File: src/rtl/add_sub_n_inputs.sv
// Pops one word from every input FIFO, adds/subtracts per channel, shifts, then wraps or saturates.
// Latency 1 cycle pop-to-push; pops only when all inputs are non-empty and the result slot is free or draining.
module add_sub_n_inputs #(
   parameter int                NUM_IN     = 2,
   parameter int                DATA_WIDTH = 32,
   parameter logic [NUM_IN-1:0] SUB_MASK   = '0,
   parameter int                SHIFT      = 0,
   parameter bit                SATURATE   = 1'b0
) (
   input  logic                         clock,
   input  logic                         reset,
   output logic [NUM_IN-1:0]            in_rd_en,
   input  logic [NUM_IN-1:0]            in_empty,
   input  logic [NUM_IN*DATA_WIDTH-1:0] in_dout,
   output logic                         out_wr_en,
   input  logic                         out_full,
   output logic [DATA_WIDTH-1:0]        out_din,
   output logic                         overflow
);

   localparam int SUM_W = DATA_WIDTH + $clog2(NUM_IN) + 1;
   localparam logic signed [SUM_W-1:0] MAX_V = (SUM_W'(1) << (DATA_WIDTH - 1)) - SUM_W'(1);
   localparam logic signed [SUM_W-1:0] MIN_V = ~MAX_V;

   typedef enum logic {EMPTY, HOLD} state_t;

   state_t                  state;
   state_t                  state_nxt;
   logic                    out_valid;
   logic                    fire;
   logic                    ovf;
   logic [DATA_WIDTH-1:0]   res;
   logic [DATA_WIDTH-1:0]   result;
   logic signed [DATA_WIDTH-1:0] x;
   logic signed [SUM_W-1:0] sum;
   logic signed [SUM_W-1:0] sh;

   // Full-precision sum cannot overflow; range is checked only after the shift.
   always_comb begin
      x   = '0;
      sum = '0;
      for (int i = 0; i < NUM_IN; i++) begin
         x = in_dout[i*DATA_WIDTH +: DATA_WIDTH];
         if (SUB_MASK[i]) sum = sum - SUM_W'(x);
         else             sum = sum + SUM_W'(x);
      end
      sh     = sum >>> SHIFT;
      ovf    = (sh > MAX_V) || (sh < MIN_V);
      result = sh[DATA_WIDTH-1:0];
      if (SATURATE && ovf)
         result = sh[SUM_W-1] ? MIN_V[DATA_WIDTH-1:0] : MAX_V[DATA_WIDTH-1:0];
   end

   // Strobes are held low during reset so nothing is popped or pushed while state is cleared.
   always_comb begin
      out_valid = (state == HOLD);
      fire      = ~reset & ~(|in_empty) & (~out_valid | ~out_full);
      out_wr_en = ~reset & out_valid & ~out_full;
      in_rd_en  = {NUM_IN{fire}};
      state_nxt = state;
      case (state)
         EMPTY:   if (fire) state_nxt = HOLD;
         HOLD:    if (!fire && out_wr_en) state_nxt = EMPTY;
         default: state_nxt = EMPTY;
      endcase
   end

   always_ff @(posedge clock) begin
      if (reset) begin
         state    <= EMPTY;
         res      <= '0;
         overflow <= 1'b0;
      end else begin
         state <= state_nxt;
         if (fire) begin
            res <= result;
            if (ovf) overflow <= 1'b1;
         end
      end
   end

   assign out_din = res;

endmodule

File: config.mk
export PLATFORM = sky130hd
export DESIGN_NAME = add_sub_n_inputs
export DESIGN_NICKNAME = d
export VERILOG_FILES = /design/src/rtl/add_sub_n_inputs.sv
export SDC_FILE = /design/constraint.sdc
export NUM_CORES = 1
export LEC_CHECK = 0
export BUFFER_PORTS_ARGS = -buffer_cell sky130_fd_sc_hd__buf_2
export CAP_MARGIN = 20
export CORE_ASPECT_RATIO = 1.2
export CORE_MARGIN = 10
export CORE_UTILIZATION = 47
export CTS_BUF_LIST = sky130_fd_sc_hd__clkbuf_8
export DETAILED_ROUTE_END_ITERATION = 8
export GPL_TIMING_DRIVEN = 0
export PLACE_DENSITY = 0.85
export SLEW_MARGIN = 20
export SYNTH_ARGS = -nofsm -noshare
export SYNTH_HDL_FRONTEND = slang
export SYNTH_SLANG_ARGS = --single-unit
export TNS_END_PERCENT = 10
File: constraint.sdc
create_clock -name clock -period 2.37 [get_ports clock]
set_clock_uncertainty 0.05 [all_clocks]
set_input_delay 0.3555 -clock clock [delete_from_list [all_inputs] [get_ports clock]]
set_output_delay 0.3555 -clock clock [all_outputs]
set_load 0.1 [all_outputs]
==> impl_metrics.sql <==
INSERT INTO impl_metrics (metric_group, metric, value, unit) VALUES
('critical_path', 'ff2ff_setup_slack', '0.51', 'ns'),
('critical_path', 'worst_setup_path_end_kind', 'flip-flop', ''),
('global_routing', 'track_usage', '16.8', '%'),
('route', 'vias_per_cell', '5.59', ''),
('timing', 'report.final.slew_viol_count', '0', ''),
('final_layout', 'post_layout_nonfiller_instances', '550', ''),
('power_and_ir_drop', 'maximum_resistive_drop_on_vdd', '305', 'uV'),
('floorplanning', 'design.die.area', '9580', 'sq um'),
('clocking', 'number_of_buffers_inserted_during_clock_tree_synthesis', '5', ''),
('power_and_ir_drop', 'sw_frac_of_total', '44.7', '%'),
('route', 'dr_total_vias', '3076', ''),
('critical_path', 'reg2regPathDepth', '7', ''),
('synthesis', 'synth_cell_type_count', '63', ''),
('final_layout', 'antenna_cells', '0', ''),
('critical_path', 'critPathLaunchType', 'input pin', ''),
('placed_design', 'placement.io_buffers', '104', ''),
('timing', 'final_min_period_over_clock_period', '98.6', '%'),
('critical_path', 'path_class', 'in2reg', ''),
('floorplanning', 'pin_count', '105', ''),
('critical_path', 'worst_ep_required_time', '2.49', 'ns'),
('timing', 'hold_viol', '0', ''),
('synthesis', 'synth.area.top_cells', 'sky130_fd_sc_hd__dfxtp_1 (24%), sky130_fd_sc_hd__ha_1 (14%), sky130_fd_sc_hd__a21oi_1 (8.6%)', ''),
('synthesis', 'postSynthCellCount', '351', ''),
('placed_design', 'detailed_place_hpwl', '6740', 'um'),
('clocking', 'cts_tree', 'done', ''),
('final_layout', 'layout.nets', '569', ''),
('floorplanning', 'die_h', '105', 'um'),
('synthesis', 'synth.largest_area_cell', 'sky130_fd_sc_hd__dfxtp_1', ''),
('floorplanning', 'placeableCoreArea', '5970', 'sq um'),
('timing', 'setup_violations', '0', ''),
('final_layout', 'final_cell_area', '3830', 'sq um'),
('floorplanning', 'std_cell_rows', '31', ''),
('synthesis', 'postSynth.asyncResetShare', '0', '%'),
('floorplanning', 'die_width', '91.0', 'um'),
('floorplanning', 'floorplan.initialDensity', '47.6', '%'),
('power_and_ir_drop', 'power.static_leakage', '0.00172', 'uW'),
('power_and_ir_drop', 'comb_power_share', '49.7', '%'),
('clocking', 'worst_skew_pair.late_latency', '0.29', 'ns'),
('outcome', 'run_status', 'complete, no violations', ''),
('placed_design', 'postPlaceCellArea', '3470', 'sq um'),
('route', 'drt_drc_violations_left', '0', ''),
('power_and_ir_drop', 'powerDensity', '573', 'nW/um^2'),
('route', 'antenna_violating_nets_post_route', '0', ''),
('final_layout', 'drive_gt1_share', '36.1', '%'),
('critical_path', 'crit-reg2reg-launch', 'out_valid$_SDFF_PP0_', ''),
('synthesis', 'yosys_register_bits', '34', ''),
('synthesis', 'syn_nets', '453', ''),
('synthesis', 'post_synth_instance_area', '2840', 'sq um'),
('timing', 'grt_setup_unrepaired', 'yes', ''),
('synthesis', 'yosysTopAreaCellShare', '23.9', '%'),
('final_layout', 'final_core_util', '64.1', '%'),
('power_and_ir_drop', 'sequentialPowerShare', '29.1', '%'),
('critical_path', 'timing.critical_path.fanout_max', '3', ''),
('timing', 'setup-tns-final', '0', 'ns'),
('clocking', 'cts.reportedPaths.clkPinSlew', '0.08', 'ns'),
('synthesis', 'synthMostInstantiatedCell', 'sky130_fd_sc_hd__nand2_1', ''),
('final_layout', 'filler_cell_count', '528', ''),
('power_and_ir_drop', 'p_int', '1210', 'uW'),
('timing', 'fin_crit', '2.34', 'ns'),
('route', 'drt_wl_total', '8870', 'um'),
('power_and_ir_drop', 'p_switching', '979', 'uW'),
('placed_design', 'routability_congestion', '0.942', ''),
('route', 'drtIter0Drc', '138', ''),
('power_and_ir_drop', 'clkPwrFrac', '21.2', '%'),
('timing', 'worstMarginPinSlew', '0.559', 'ns'),
('hold_path', 'holdCritStartpoint', 'out_full', ''),
('global_routing', 'grt_max_degree', '12', ''),
('synthesis', 'post_synth_most_frequent_cells', 'sky130_fd_sc_hd__nand2_1 (58), sky130_fd_sc_hd__a21oi_1 (49), sky130_fd_sc_hd__dfxtp_1 (34)', ''),
('placed_design', 'placed_cells_incl_taps', '537', ''),
('clocking', 'clock_tree.buffer_depth', '2', ''),
('synthesis', 'synth-edff-count', '0', '');
-- cell usage in the layout (no fill, tap or decap), drive strengths merged, types with 2 or more instances in the layout --
master    n
inv       9
nand3     7
nor3b     3
ha       32
o221ai    2
o21bai    4
nand4     4
o21a      4
a211oi    6
buf     114
nor2b     2
nor3      3
mux2i     2
o21ai    19
dfxtp    34
and2      4
a21oi    49
o22ai     2
a31oi     5
a221oi    2
xnor2    19
clkbuf   15
nor2     12
a21o     10
or4       2
xor2      3
nand3b    8
and3      6
or3       4
nand2    58
or2       2
-- power groups by stage --
| stage | Clock (uW) | Sequential [uW] | Combinational [uW] |
|---|---|---|---|
| 3_5_place_dp | 0 | 649 | 992 |
| 6_report | 464 | 637 | 1090 |
| 3_3_place_gp | 0 | 648 | 979 |
| 4_1_cts | 466 | 637 | 1030 |
| 2_1_floorplan | 0 | 956 | 483 |
| 5_1_grt | 489 | 642 | 1160 |
-- registers in the layout, summed over array words and instances (netlist names) --
signal and cells:
overflow 1, out_din 32, out_valid 1
-- critical path: stages --
cell and delay [ns]:
sky130_fd_sc_hd__buf_2 0.12, sky130_fd_sc_hd__ha_4 0.16, sky130_fd_sc_hd__fa_2 0.35, sky130_fd_sc_hd__a21o_1 0.22, sky130_fd_sc_hd__a22o_1 0.25, sky130_fd_sc_hd__o221ai_4 0.21, sky130_fd_sc_hd__a22oi_4 0.11, sky130_fd_sc_hd__a221oi_4 0.34
sky130_fd_sc_hd__o21ai_1 0.11, sky130_fd_sc_hd__xnor2_1 0.16, sky130_fd_sc_hd__o21ai_1 0.07
-- stage by stage --
step	worst slack, ns	hold slack [ns]	power [uW]
after floorplan	-0.151	0.423	1440
after global placement	-0.575	0.385	1630
after detailed placement	-0.566	0.391	1640
after CTS	-0.0356	0.302	2140
after global routing	-0.0548	0.333	2290
final	0.0337	0.305	2190
-- layout make-up --
class / instances / area, sq um / area share (%)
flip-flops and latches: 34 / 681 / 17.8
multi-input cells: 294 / 2270 / 59.4
clock buffers: 6 / 82.6 / 2.16
clock inverters: 2 / 12.5 / 0.327
repair buffers: 109 / 558 / 14.6
inverters: 9 / 33.8 / 0.883
well taps: 82 / 103 / 2.68
plain buffers: 14 / 83.8 / 2.19
-- worst max path at each step --
stage | start | to | slack [ns] | depth (start not counted)
CTS | in_dout[0] | overflow$_SDFFE_PP0P_ | -0.04 | 11
finish | in_dout[0] | out_din[30]$_SDFFE_PP0P_ | 0.03 | 11
detailed placement | in_dout[0] | out_din[16]$_SDFFE_PP0P_ | -0.57 | 11
global route | in_dout[0] | out_din[30]$_SDFFE_PP0P_ | -0.05 | 11
floorplan | in_dout[0] | out_din[16]$_SDFFE_PP0P_ | -0.15 | 10
global placement | in_dout[0] | out_din[16]$_SDFFE_PP0P_ | -0.57 | 11
-- layer usage --
layer  GRT usage (%)  vias up  wire length (um)
met3            4.26       15               539
met4            6.39        0               172
met5               0        -                 0
li1                -     1515                 -
met1            18.2     1445              3610
met2            30.6      101              4540
-- cell families after synthesis --
family	count (synthesis)	synth area share (%)
fa+ha+maj	33	14.8
simple gates	118	20.4
buf+inv	23	4.14
xor+xnor	22	6.78
mux	2	0.704
flops	34	23.9
compound gates	119	29.3
-- repair_timing --
action,in CTS,in global routing
endpoints found under the setup margin,13,17
pin swaps,17,15
resized for setup,15,20
setup buffers,3,2
Note: power is estimated with default switching activity, not from simulation.
